<file path="config.mk">
export PLATFORM = sky130hd
export DESIGN_NAME = trena_envio_medida
export DESIGN_NICKNAME = d
export VERILOG_FILES = /design/src/rtl/trena_pkg.sv /design/src/rtl/conversor_bcd_ascii.sv /design/src/rtl/trena_envio_medida.sv
export SDC_FILE = /design/constraint.sdc
export NUM_CORES = 1
export LEC_CHECK = 0
export BUFFER_PORTS_ARGS = -buffer_cell sky130_fd_sc_hd__buf_2
export CAP_MARGIN = 10
export CORE_UTILIZATION = 30
export CTS_BUF_LIST = sky130_fd_sc_hd__clkbuf_8
export DETAILED_ROUTE_END_ITERATION = 10
export PLACE_DENSITY = 0.52
export SLEW_MARGIN = 20
export SYNTH_ARGS = -nofsm -noshare
export SYNTH_HDL_FRONTEND = slang
export SYNTH_SLANG_ARGS = --single-unit
</file>
<file path="constraint.sdc">
create_clock -name clock -period 1.6 [get_ports clock]
set_input_delay 0.32 -clock clock [delete_from_list [all_inputs] [get_ports clock]]
set_output_delay 0.32 -clock clock [all_outputs]
set_load 0.01 [all_outputs]
</file>
<file path="src/rtl/trena_pkg.sv">
// -----------------------------------------------------------------------------
// trena_pkg
// Shared definitions for the tape-measure transmission sequencer:
//   - ASCII constants used when formatting digits and the terminator
//   - state encoding of the sequencer FSM (also exported on db_estado)
//   - clog2 helper used to size the digit index
// -----------------------------------------------------------------------------
package trena_pkg;

  localparam logic [6:0] ASCII_ZERO = 7'h30;
  localparam logic [6:0] ASCII_HASH = 7'h23;
  localparam logic [6:0] ASCII_ERRO = 7'h3F;

  typedef enum logic [3:0] {
    INICIAL = 4'd0,
    CARREGA = 4'd1,
    AVALIA  = 4'd2,
    PARTIDA = 4'd3,
    ESPERA  = 4'd4,
    PROXIMO = 4'd5,
    FINAL   = 4'd6
  } estado_t;

  // Smallest r with 2**r >= value (value >= 2 in practice).
  function automatic int clog2(input int value);
    int r;
    r = 0;
    for (int i = 0; i < 31; i++) begin
      if ((32'd1 << i) < value) r = i + 1;
    end
    return r;
  endfunction

endpackage

</file>
<file path="src/rtl/conversor_bcd_ascii.sv">
// -----------------------------------------------------------------------------
// conversor_bcd_ascii
// Combinational BCD nibble to ASCII character.
//   nibble  in  4  BCD digit
//   ascii   out 7  '0'..'9' for a valid digit, '?' otherwise
//   valido  out 1  1 when nibble <= 9
// -----------------------------------------------------------------------------
module conversor_bcd_ascii
  import trena_pkg::*;
(
  input  logic [3:0] nibble,
  output logic [6:0] ascii,
  output logic       valido
);

  assign valido = (nibble <= 4'd9);
  assign ascii  = valido ? (ASCII_ZERO + {3'b000, nibble}) : ASCII_ERRO;

endmodule

</file>
<file path="src/rtl/trena_envio_medida.sv">
// -----------------------------------------------------------------------------
// trena_envio_medida
// Sends a snapshot of a BCD distance measurement as ASCII characters followed
// by a terminator, one character per partida/pronto handshake with a serial
// transmitter.
//   clock       in   rising-edge system clock
//   reset       in   asynchronous, active-low reset
//   enviar      in   start request, only honoured when idle
//   medida      in   packed BCD measurement, nibble 0 = units
//   tx_pronto   in   done pulse from the transmitter
//   tx_partida  out  one-cycle start pulse to the transmitter
//   tx_dados    out  character being sent, stable while the transmitter works
//   ocupado     out  high whenever a transfer is in progress
//   fim         out  one-cycle pulse after the terminator has been sent
//   erro_bcd    out  sticky: a nibble above 9 was sent in this transfer
//   db_estado   out  current FSM state encoding
// -----------------------------------------------------------------------------
module trena_envio_medida
  import trena_pkg::*;
#(
  parameter int         DIGITOS       = 3,
  parameter logic [6:0] TERMINADOR    = ASCII_HASH,
  parameter bit         ORDEM_MSD     = 1'b1,
  parameter bit         SUPRIME_ZEROS = 1'b0
) (
  input  logic                 clock,
  input  logic                 reset,
  input  logic                 enviar,
  input  logic [4*DIGITOS-1:0] medida,
  input  logic                 tx_pronto,
  output logic                 tx_partida,
  output logic [6:0]           tx_dados,
  output logic                 ocupado,
  output logic                 fim,
  output logic                 erro_bcd,
  output logic [3:0]           db_estado
);

  localparam int             IW     = clog2(DIGITOS + 1);
  localparam logic [IW-1:0]  ULTIMO = IW'(DIGITOS);

  estado_t              estado, proximo;
  logic [4*DIGITOS-1:0] snapshot;
  logic [IW-1:0]        indice;
  logic                 visto_nz;
  int                   posicao;
  logic [3:0]           nibble;
  logic [6:0]           ascii;
  logic                 valido;
  logic                 e_terminador;
  logic                 pula;

  // Digit selection: index counts characters in transmission order, posicao
  // is the nibble position that index maps to. The last index is the
  // terminator and selects no nibble.
  // NOTE: every signal written here gets a default first, so no path through
  // the block can leave it unassigned and infer a latch.
  always_comb begin
    e_terminador = (indice == ULTIMO);
    posicao      = ORDEM_MSD ? (DIGITOS - 1 - int'(indice)) : int'(indice);
    nibble       = 4'd0;
    for (int i = 0; i < DIGITOS; i++) begin
      if (i == posicao) nibble = snapshot[4*i +: 4];
    end
    // Leading zeros only make sense when the most significant digit comes
    // first; the units digit is never skipped so a zero reading still shows.
    pula = SUPRIME_ZEROS && ORDEM_MSD && !e_terminador && (nibble == 4'd0) &&
           !visto_nz && (posicao != 0);
  end

  conversor_bcd_ascii u_conversor (
    .nibble (nibble),
    .ascii  (ascii),
    .valido (valido)
  );

  // NOTE: state is updated with non-blocking assignments so every register
  // samples values from before the edge, independent of block order.
  always_ff @(posedge clock or negedge reset) begin
    if (!reset) estado <= INICIAL;
    else        estado <= proximo;
  end

  always_comb begin
    proximo    = estado;
    tx_partida = 1'b0;
    fim        = 1'b0;
    case (estado)
      INICIAL: if (enviar) proximo = CARREGA;
      CARREGA: proximo = AVALIA;
      AVALIA:  proximo = pula ? PROXIMO : PARTIDA;
      PARTIDA: begin
        tx_partida = 1'b1;
        proximo    = ESPERA;
      end
      ESPERA:  if (tx_pronto) proximo = PROXIMO;
      PROXIMO: proximo = e_terminador ? FINAL : AVALIA;
      FINAL: begin
        fim     = 1'b1;
        proximo = INICIAL;
      end
      default: proximo = INICIAL;
    endcase
  end

  // Snapshot, index and flags. The snapshot is an ordinary register bank and
  // is cleared on reset like the rest of the state.
  always_ff @(posedge clock or negedge reset) begin
    if (!reset) begin
      snapshot <= '0;
      indice   <= '0;
      visto_nz <= 1'b0;
      erro_bcd <= 1'b0;
      tx_dados <= '0;
    end else begin
      case (estado)
        CARREGA: begin
          snapshot <= medida;
          indice   <= '0;
          visto_nz <= 1'b0;
          erro_bcd <= 1'b0;
        end
        AVALIA: begin
          if (e_terminador) begin
            tx_dados <= TERMINADOR;
          end else begin
            tx_dados <= ascii;
            if (!valido) erro_bcd <= 1'b1;
          end
          if (!pula) visto_nz <= 1'b1;
        end
        PROXIMO: if (!e_terminador) indice <= indice + IW'(1);
        default: ;
      endcase
    end
  end

  assign ocupado   = (estado != INICIAL);
  assign db_estado = estado;

endmodule

</file>
# --- After elaboration in Yosys (flattened, before gate mapping) ---
# Cells that the tools add are included.
word_totals:
  out_inout_bits: 15
  ff_bits: 26
  input_bits: 16
  elab_cells: 47
classes:
  addsub: 3
  reduce_logical: 8
  mux: 16
  order_cmp: 1
  eq_ne: 14
op_table:
  columns: ["cell", "count"]
  rows:
  - ["$logic_not 32->1", 1]
  - ["$pmux 4 s6", 1]
  - ["$mux 4", 5]
  - ["$mux 7", 2]
  - ["$eq 4x3->1 const B", 3]
  - ["$ne 2x2->1 const B", 5]
  - ["$eq 4x2->1 const B", 2]
  - ["$add 6x4->7 const A", 1]
  - ["$eq 4x1->1 const B", 1]
  - ["$le 4x4->1 const B", 1]
  - ["$logic_not 4->1", 1]
  - ["$mux 1", 4]
  - ["$pmux 2 s2", 1]
  - ["$reduce_and 2->1", 2]
  - ["$reduce_bool 2->1", 2]
  - ["$reduce_bool 4->1", 1]
  - ["$eq 2x3->1 const A", 1]
  - ["$eq 3x3->1 const A", 1]
  - ["$mux 3", 1]
  - ["$reduce_and 3->1", 1]
  - ["$sub 2x2->3 const A", 1]
  - ["$add 2x1->2 const B", 1]
  - ["$eq 2x2->1 const B", 1]
  - ["$mux 2", 1]
  - ["$pmux 1 s2", 1]

# --- Depth between registers and ports, before layout ---
# Gate-level depths: netlist of the first run.
logic_depth:
  depth_word: 9
  ltp_mapped: 6
  ltp_nobuf: 6

# --- Cells and area by module ---
# From an unflattened synthesis of the first run, not the netlist that was laid out.
hier_totals:
  cells_unflattened: 117
  area_unflattened_um2: 1318.8
modules_own_cells:
  columns: ["module", "seq_area_each_um2", "cells_per_inst", "area_each_um2", "instances"]
  rows:
  - ["trena_envio_medida", 625.6, 107, 1252.5, 1]
  - ["conversor_bcd_ascii", 0.0, 10, 66.3, 1]

# --- Worst setup path after synthesis of the first run ---
# OpenSTA, ideal clock, no wires.
synth_timing:
  kind: "reg-to-reg"
  from: "register indice[1]"
  to: "register tx_dados[0]"
  period_less_slack_ns: 1.383
  arrival_ns: 1.301
  n_path_buf: 0
  required_ns: 1.518
  slack_ns: 0.217
  path_stages_with_launch: 7
  setup_time_ns: 0.082
  path_cell_list: "dfrtp_1 -> inv_1 -> ha_1 -> nand3b_1 -> a21oi_1 -> o21ai_1 -> a31oi_1"
synth_via:
  elab_chain_cells: 8
  word_cells_on_any_way: 12
  cone_classes: "add/sub (2); order compare (1); eq/ne (3); mux (5); reduce/logical (1)"
synth_rtl:
  columns: ["element", "line_no", "source"]
  rows:
  - ["start: declaration", "trena_envio_medida.sv:44", "logic [IW-1:0] indice;"]
  - ["start signal: assignment", "trena_envio_medida.sv:132", "PROXIMO: if (!e_terminador) indice <= indice + IW'(1);"]
  - ["$sub 2x2->3", "trena_envio_medida.sv:60", "posicao = ORDEM_MSD ? (DIGITOS - 1 - int'(indice)) : int'(indice);"]
  - ["$logic_not 32->1", "trena_envio_medida.sv:63", "if (i == posicao) nibble = snapshot[4*i +: 4];"]
  - ["$mux 4 (3 in series)", "trena_envio_medida.sv:63", null]
  - ["$add 6x4->7 / $le 4x4->1 (equally long branches)", "conversor_bcd_ascii.sv:17, conversor_bcd_ascii.sv:16", null]
  - ["$mux 7", "conversor_bcd_ascii.sv:17", "assign ascii = valido ? (ASCII_ZERO + {3'b000, nibble}) : ASCII_ERRO;"]
  - ["$mux 7 *", "trena_envio_medida.sv:124", "if (e_terminador) begin"]
  - ["end signal: assignment", "trena_envio_medida.sv:127", "tx_dados <= ascii;"]
  - ["end: declaration", "trena_envio_medida.sv:32", "output logic [6:0] tx_dados,"]
# Every way passes the cells marked *; elsewhere a longest branch is shown, timed or not.
# A chain may end at the register's enable or synchronous reset.

# --- Worst setup path after layout of the first run ---
layout_timing:
  from: "register indice[0]"
  to: "register tx_dados[1]"
# Same word-level chain as after synthesis.

==> impl_metrics.toml, run 1 <==
[outcome]
status = "completed"

[drt]
ant_nets = 0
finalWirelength_um = 2310
routedWlPerCell_um = 12.7
drc = 0
drtIter0Drc = 2
vias = 834
first_pass_iters = 4
vias_per_cell = 4.58

[timing]
fin_crit_ns = 1.58
rsz0062_at_grt = "yes"
clock.fmax_mhz = 631
hold_viol = 0
relSlewSlack_pct = 64.2
setup_slack_ns = 0.0164
finalMaxSlewViolations = 0
finalClockSkew_ns = 0.00463
fin_crit_sh_pct = 99.0
tightest_slew_ns = 0.537
fin_setup_tns_ns = 0
setup_viol_count_final = 0

[synthesis]
synth_cell_types = 34
yosys_warnings = 0
syn_area_mm2 = 0.00119
seq_area_frac_synth_pct = 50.5
syn_area_per_cell_um2 = 12.1
ys_seq_elements = 24
postSynthCellCount = 98

[global_route]
antenna_found_initial = 0
grt_pass1_vias = 791
track_usage_pct = 11.7
grt_pass1_wl_um = 3780
overflow = 0
grt_max_degree = 25

[clock_tree]
tritoncts = "done"
cts_num_sinks = 24
postCtsHoldBufs = 0
h-tree-depth = 1
cts-buffers-inserted = 3
insertion_delay_ns = 0.26
clockRootBuffer = "clkbuf_8"
cts_buffer_depth = 2
cts.clk_slew.worst_paths_ns = 0.08

[placed_design]
gp_congestion = 0.742
place_ws_ns = 0.0297
hpwl_um = 1680
port_buffers = 28

[final_layout]
synthToLayoutAreaGrowth_pct = 26.7
diodes = 0
fin_nets = 155
n_fill_cell = 410
drive_gt1_share_pct = 48.5

[setup_path]
reg2reg_depth = 7
crit_path_end_kind = "flip-flop"
startpoint = "indice[0]"
timing_worst_setup_path_type = "flip-flop to flip-flop"
path_max_fanout = 8
worstPathRequired_ns = 1.75
regToRegSetupSlack_ns = 0.02
arrival_ns = 1.73
start_kind = "flip-flop"
r2r-start = "indice[0]"
r2r_end = "tx_dados[1]"

[pwr]
swShare_pct = 36.6
pwr-share-comb_pct = 50.7
p_leak_nw = 0.692
power_frac_clock_pct = 13.0
p_sw_mw = 1.13
pwr-share-seq_pct = 36.3
ir_worst_vdd_mv = 0.514
p_int_mw = 1.96
power_density_mw_per_mm2 = 2050

[floorplanning]
start_util_pct = 31.8
core_area_mm2 = 0.00374
num_rows = 22
die-width_um = 64.9
io_pins = 31
die-area_mm2 = 0.00422
die_h_um = 64.9

[job]
cap_violations = 0

[hold_path]
hold_class = "input pin to async pin"
==> sequential cells by signal (all words and copies together) (netlist names) <==
signal and cells:
indice 2, erro_bcd 1, snapshot 12, db_estado 3, tx_dados 6
==> kinds of logic (layout without fill, tap and decap cells) <==
| kind of cell | after synthesis | in the layout | share of synthesized area [%] |
|---|---|---|---|
| buffers and inverters | 7 | 42 | 3.89 |
| AND/OR/NAND/NOR | 28 | 28 | 15.1 |
| AO/OA/AOI/OAI | 21 | 21 | 10.5 |
| adder cells (fa/ha/maj) | 4 | 4 | 4.21 |
| multiplexers | 13 | 13 | 15.5 |
| flip-flops | 24 | 24 | 50.5 |
| other | 1 | 2 | 0.315 |
==> critical path, cell delays in order (launching register included) <==
cell      delay, ns
dfrtp_1        0.41
inv_1          0.12
ha_2           0.26
nor2b_1        0.19
a21oi_2        0.07
buf_4          0.15
a211oi_2       0.22
nor2_1         0.06
==> area by class of cell <==
type	count	area, µm²	share of cell area (%)
clock buffers	4	55.1	3.65
inverters	3	11.3	0.748
well taps	48	60.1	3.99
multi-input cells	68	572	38.0
flip-flops and latches	24	603	40.0
repair buffers	35	205	13.6
==> cell usage in the layout (no fill, tap or decap), drive strengths merged, types with 3 or more instances in the layout <==
cell type  instances
buf               35
inv                3
mux2              13
nand2              6
a21oi             10
nor2b              3
nor2               5
ha                 4
nand3b             4
nor3b              4
o21ai              4
dfrtp             24
clkbuf             4
==> through the flow <==
step | instance area (µm²) | power [mW] | utilization [%] | instances | hold WS [ns]
floorplan | 1190 | 2.12 | - | 99 | 0.0244
global placement | 1390 | 2.51 | 37.2 | 174 | 0.330
detailed placement | 1390 | 2.54 | 37.2 | 174 | 0.336
CTS | 1460 | 2.97 | 38.9 | 178 | 0.0460
global route | 1510 | 3.33 | 40.2 | 182 | 0.0626
finish | 1510 | 3.09 | 40.2 | 182 | 0.0275
==> power groups by stage <==
stage	clock network, mW	registers (mW)	logic [mW]
detailed placement	0	1.13	1.41
global placement	0	1.13	1.38
floorplan	0	1.11	1.02
CTS	0.418	1.12	1.42
global route	0.445	1.16	1.72
finish	0.403	1.12	1.57
==> routing by layer <==
layer / GRT usage, % / part of all wire [%]
met1: 15.3 / 45
met3: 2.82 / 3.5
met2: 18.8 / 50
met5: 0 / 0
met4: 4.17 / 1.2
==> worst max path at each step <==
stage | cells past startpoint | slack (ns) | end
floorplan | 6 | 0.22 | tx_dados[0]
global placement | 6 | 0.14 | tx_dados[0]
detailed placement | 6 | 0.03 | tx_dados[1]
CTS | 2 | 0.004 | ocupado
global route | 7 | -0.06 | tx_dados[1]
finish | 7 | 0.02 | tx_dados[1]
==> timing repair <==
action | 4_1_cts | 5_1_grt
gates cloned | 0 | 0
setup buffers | 0 | 4
setup endpoints to repair | 3 | 6
gates resized for setup | 3 | 6
pin swaps | 0 | 2
==> Yosys cell counts <==
cell | instances | area, µm²
nor3b_1 | 3 | 22.5
nand2b_1 | 2 | 12.5
nand3_1 | 1 | 5.00
inv_1 | 2 | 7.51
a211oi_1 | 1 | 7.51
buf_2 | 1 | 5.00
nor2_1 | 3 | 11.3
ha_1 | 4 | 50.1
nand3b_1 | 4 | 30.0
buf_4 | 2 | 15.0
nor2b_1 | 3 | 18.8
nor3b_2 | 1 | 12.5
buf_8 | 1 | 15.0
o21ai_1 | 3 | 15.0
o21ai_0 | 1 | 5.00
nand2_1 | 5 | 18.8
mux2_4 | 10 | 150
a21o_1 | 1 | 7.51
or2_1 | 1 | 6.26
a31oi_1 | 1 | 6.26
or3_4 | 1 | 11.3
a21oi_1 | 10 | 50.1
a31o_1 | 1 | 8.76
nor2_2 | 1 | 6.26
o21bai_1 | 1 | 7.51
dfrtp_1 | 24 | 601
mux2_1 | 2 | 22.5
conb_1 | 1 | 3.75
nor2_4 | 1 | 11.3
inv_2 | 1 | 3.75
nand2_2 | 1 | 6.26
or3_1 | 1 | 6.26
a22o_1 | 2 | 17.5
mux2_2 | 1 | 11.3
Note: power is estimated with default switching activity, not from simulation.
==> run 2, diff against run 1 <==
--- a/config.mk
+++ b/config.mk
@@ -7,6 +7,7 @@
 export LEC_CHECK = 0
 export BUFFER_PORTS_ARGS = -buffer_cell sky130_fd_sc_hd__buf_2
 export CAP_MARGIN = 10
+export CORE_MARGIN = 4
 export CORE_UTILIZATION = 30
 export CTS_BUF_LIST = sky130_fd_sc_hd__clkbuf_8
 export DETAILED_ROUTE_END_ITERATION = 10
==> run 2 against run 1 <==
Combinational power barely moved. Via count fell by 1.2%. Setup slack improved by 0.056 ns. Register-to-register slack improved by 0.11 ns. Sequential share of layout area rose by 0.57 points. Count of clock-buffer cells in the layout fell by 1. Routed wire length rose by 1.3%. Global-route usage fell by 1.7 points. Critical path type is now flip-flop to primary output. Highest routed layer unchanged.
==> impl_metrics.toml, run 2 (synthesis results as in run 1) <==
[outcome]
status = "completed"

[placed_design]
gp_congestion = 0.775
hpwl_um = 1800
port_buffers = 28

[clock_tree]
h-tree-depth = 1
cts_num_sinks = 24
insertion_delay_ns = 0.26
cts.clk_slew.worst_paths_ns = 0.08
clockRootBuffer = "clkbuf_8"
cts-buffers-inserted = 3
cts_buffer_depth = 2
tritoncts = "done"

[final_layout]
fin_nets = 154
n_fill_cell = 393
seq_area_um2 = 603
multi_input_area_um2 = 572
final_common_cell = "buf_2"
synthToLayoutAreaGrowth_pct = 24.9
diodes = 0
mostFrequentLayoutCells = "buf_2 (28), dfrtp_1 (22), mux2_4 (10), a21oi_1 (7)"
drive_gt1_share_pct = 47.7
largest_register = "snapshot"
largest_reg_flops = 12

[floorplanning]
die_h_um = 70.9
io_pins = 31
die-area_mm2 = 0.00503
num_rows = 22
die-width_um = 70.9
core_area_mm2 = 0.00374
start_util_pct = 31.8

[drt]
vias = 824
finalWirelength_um = 2350
routedWlPerCell_um = 13.0
drc = 0
ant_nets = 0
first_pass_iters = 4
drtIter0Drc = 42
vias_per_cell = 4.58

[timing]
relSlewSlack_pct = 64.1
clock.fmax_mhz = 655
fin_crit_ns = 1.53
fin_crit_sh_pct = 95.5
finalMaxSlewViolations = 0
finalClockSkew_ns = 0.00259
hold_viol = 0
setup_viol_count_final = 0
rsz0062_at_grt = "no"
tightest_slew_ns = 0.538
fin_setup_tns_ns = 0

[global_route]
overflow = 0
grt_pass1_vias = 854
antenna_found_initial = 0
grt_max_degree = 25
track_usage_pct = 9.98
grt_pass1_wl_um = 4000

[pwr]
ir_worst_vdd_mv = 0.543
power_mw = 2.98
p_leak_nw = 0.681
power_density_mw_per_mm2 = 2000

[setup_path]
timing_worst_setup_path_type = "flip-flop to primary output"
crit_path_end_kind = "primary output"
start_kind = "flip-flop"
slowest_delay_ns = 0.44
path_max_fanout = 7
worstPathRequired_ns = 1.28
cp_slowest_cell = "dfrtp_2"
arrival_ns = 1.21
crit_chain = "or3_1 > buf_2"

[hold_path]
hold_class = "input pin to async pin"

[job]
cap_violations = 0
[run 2: changes by cell type in the layout (fill, tap and decap cells not counted), sizes merged]
cell,before,now
buf,35,34
clkbuf,4,3
[run 2: routing by layer]
metal  part of all wire (%)  global-route usage (%)
met5                      0                       0
met4                    1.5                    3.76
met3                    3.8                    2.70
met2                     50                    16.7
met1                     45                    12.3
[run 2: layout make-up]
type / instances / share of cell area (%)
well taps: 48 / 4.04
multi-input cells: 68 / 38.5
inverters: 3 / 0.758
flip-flops and latches: 24 / 40.6
clock buffers: 3 / 2.78
repair buffers: 34 / 13.3
[run 2: worst paths after layout]
path	endpoint	slack, ns	from	depth (start not counted)
setup reg to reg	tx_dados[0]	0.13	indice[0]	6
min in group clock	snapshot[3]	0.27	medida[3]	2
setup / recovery	ocupado	0.07	db_estado[0]	2
hold / removal	snapshot[4]	0.03	reset	1
hold reg to reg	tx_dados[5]	0.47	tx_dados[5]	1
max in group asynchronous	db_estado[0]	1.18	reset	1
[run 2: worst max-delay path, delay by kind of cell (launching register included)]
family / cells / cell delay [ns]
DFF: 1 / 0.44
and+or+nand+nor: 1 / 0.36
buffers and inverters: 1 / 0.14
[run 2: what timing repair did]
item,CTS,global route
pin swaps,0,1
buffers inserted,0,3
setup endpoints to repair,3,6
hold buffers,0,0
resized for setup,2,7
gates cloned,0,0
endpoints found under the hold margin,0,0
[run 2: power by group]
part / total [mW] / internal [mW] / switching [mW]
Sequential: 1.10 / 0.897 / 0.205
Clock: 0.337 / 0.168 / 0.169
Combinational: 1.54 / 0.814 / 0.725
[run 2: metrics by stage]
step                instance area (µm²)  hold slack, ns  instances  util [%]  setup WS (ns)
finish                             1490          0.0340        180      39.7         0.0727
global route                       1490          0.0666        180      39.7         0.0136
CTS                                1440          0.0496        177      38.4        0.00747
detailed placement                 1390           0.339        174      37.2         0.0309
global placement                   1390           0.331        174      37.2          0.142
floorplan                          1190          0.0244         99         -          0.217
==> run 3, diff against run 2 <==
--- a/config.mk
+++ b/config.mk
@@ -6,12 +6,14 @@
 export NUM_CORES = 1
 export LEC_CHECK = 0
 export BUFFER_PORTS_ARGS = -buffer_cell sky130_fd_sc_hd__buf_2
-export CAP_MARGIN = 10
+export CELL_PAD_IN_SITES_DETAIL_PLACEMENT = 1
+export CELL_PAD_IN_SITES_GLOBAL_PLACEMENT = 1
 export CORE_MARGIN = 4
 export CORE_UTILIZATION = 30
 export CTS_BUF_LIST = sky130_fd_sc_hd__clkbuf_8
 export DETAILED_ROUTE_END_ITERATION = 10
-export PLACE_DENSITY = 0.52
+export MAX_ROUTING_LAYER = met4
+export PLACE_DENSITY = 0.63
 export SLEW_MARGIN = 20
 export SYNTH_ARGS = -nofsm -noshare
 export SYNTH_HDL_FRONTEND = slang
==> run 3 against run 2 <==
Design area shrank 0.59%. Global-route usage is 1.4 points higher. Critical endpoint unchanged. Cell count decreased by 0.56%. Combinational power barely moved. Sequential power is essentially flat. Maximum frequency is 0.23% lower. Utilization decreased by 0.23 points. Routed wire length increased by 12%. Largest power group unchanged. Die area is the same. Count of clock-buffer cells in the layout unchanged. Register-to-register slack got worse by 0.02 ns.
==> impl_metrics.toml, run 3 (synthesis results as in run 1) <==
[timing]
fin_crit_ns = 1.53
finalMaxSlewViolations = 0
tightest_slew_ns = 0.551
setup_viol_count_final = 0
finalClockSkew_ns = 0.00260
hold_viol = 0
clock.fmax_mhz = 653
whs_ns = 0.0358
fin_setup_tns_ns = 0
fin_crit_sh_pct = 95.7
setup_slack_ns = 0.0691
relSlewSlack_pct = 63.3

[job]
cap_violations = 0

[setup_path]
timing_worst_setup_path_type = "flip-flop to primary output"
slowest_delay_ns = 0.44
crit_path_end_kind = "primary output"
arrival_ns = 1.21
crit_path_end = "ocupado"
cp_slowest_cell = "dfrtp_2"
start_kind = "flip-flop"
critical_path_buf_inv_count = 1
startpoint = "db_estado[0]"
regToRegSetupSlack_ns = 0.11
r2r-start = "indice[1]"
crit_chain = "or3_1 > buf_2"
path_max_fanout = 7
r2r_end = "tx_dados[0]"
reg2reg_depth = 6
path_delay_family = "flip-flops"
cp.depth = 2
worstPathRequired_ns = 1.28

[placed_design]
gp_congestion = 0.707
hpwl_um = 1970
place_ws_ns = -0.0279
port_buffers = 28
dpl.cell_count = 174

[clock_tree]
insertion_delay_ns = 0.26
cts.clk_slew.worst_paths_ns = 0.08
cts-buffers-inserted = 3
cts_buffer_depth = 2
tritoncts = "done"
clockRootBuffer = "clkbuf_8"
postCtsHoldBufs = 0
h-tree-depth = 1
cts_num_sinks = 24

[floorplanning]
die_h_um = 70.9
core_area_mm2 = 0.00374
num_rows = 22
start_util_pct = 31.8
io_pins = 31
die-area_mm2 = 0.00503
die-width_um = 70.9

[hold_path]
hold_class = "input pin to async pin"

[pwr]
pwr-share-comb_pct = 51.4
p_sw_mw = 1.15
swShare_pct = 38.0
p_int_mw = 1.88
p_leak_nw = 0.675
power_density_mw_per_mm2 = 2050
power_frac_clock_pct = 11.5
ir_worst_vdd_mv = 0.595
pwr-share-seq_pct = 37.1

[drt]
drtIter0Drc = 22
finalWirelength_um = 2630
drc = 0
vias_per_cell = 4.73
ant_nets = 0
first_pass_iters = 3
vias = 847
routedWlPerCell_um = 14.7

[final_layout]
stdcell_count = 179
seq_area_um2 = 603
largest_reg_flops = 12
final_common_cell = "buf_2"
mostFrequentLayoutCells = "buf_2 (28), dfrtp_1 (22), mux2_4 (10), a21oi_1 (7), nand2_1 (5)"
diodes = 0
n_fill_cell = 429
synthToLayoutAreaGrowth_pct = 24.2
multi_input_area_um2 = 571
largest_register = "snapshot"
fin_util_pct = 39.4
drive_gt1_share_pct = 47.3
fin_nets = 153

[global_route]
overflow = 0
grt_pass1_wl_um = 4420
antenna_found_initial = 0
grt_pass1_vias = 912
track_usage_pct = 11.4
grt_max_degree = 25

[outcome]
status = "completed"
-- run 3: cell count changes in the layout (fill, tap and decap cells not counted), sizes merged --
cell	before	now
buf	34	33
-- run 3: cell type report --
cell class / instances / area share [%]
inverter: 3 / 0.763
sequential: 24 / 40.8
clock buffer: 3 / 2.80
timing repair buffer: 33 / 12.9
multi-input combinational: 68 / 38.6
tap: 48 / 4.07
-- run 3: power by group through the flow --
stage | combinational, mW | clock [mW] | sequential, mW
2_1_floorplan | 1.02 | 0 | 1.11
3_3_place_gp | 1.39 | 0 | 1.13
3_5_place_dp | 1.44 | 0 | 1.14
4_1_cts | 1.47 | 0.361 | 1.14
5_1_grt | 1.72 | 0.383 | 1.16
6_report | 1.56 | 0.348 | 1.12
-- run 3: repair_timing --
action                     in CTS  in global routing
pin swaps                       0                  1
setup endpoints to repair       4                  6
gates cloned                    0                  0
setup buffers                   0                  2
gates resized for setup         3                  6
-- run 3: stage by stage --
stage	cell area (µm²)	total power, mW
after floorplan	1190	2.12
after global placement	1390	2.52
after detailed placement	1390	2.58
after CTS	1440	2.97
after global routing	1480	3.26
final	1480	3.03
-- run 3: worst min path at each step --
stage / endpoint / slack [ns] / depth (start not counted)
finish: snapshot[9] / 0.04 / 1
global placement: snapshot[9] / 0.33 / 1
CTS: snapshot[7] / 0.04 / 1
floorplan: db_estado[0] / 0.02 / 0
detailed placement: snapshot[9] / 0.34 / 1
global route: snapshot[7] / 0.07 / 1
-- run 3: layer usage --
| metal | GRT usage [%] | vias up | share of wire [%] |
|---|---|---|---|
| met3 | 3.41 | 2 | 4.0 |
| met1 | 13.6 | 419 | 45 |
| met4 | 3.76 | 0 | 1.4 |
| met5 | - | - | 0 |
| met2 | 18.4 | 18 | 50 |
| li1 | - | 408 | - |
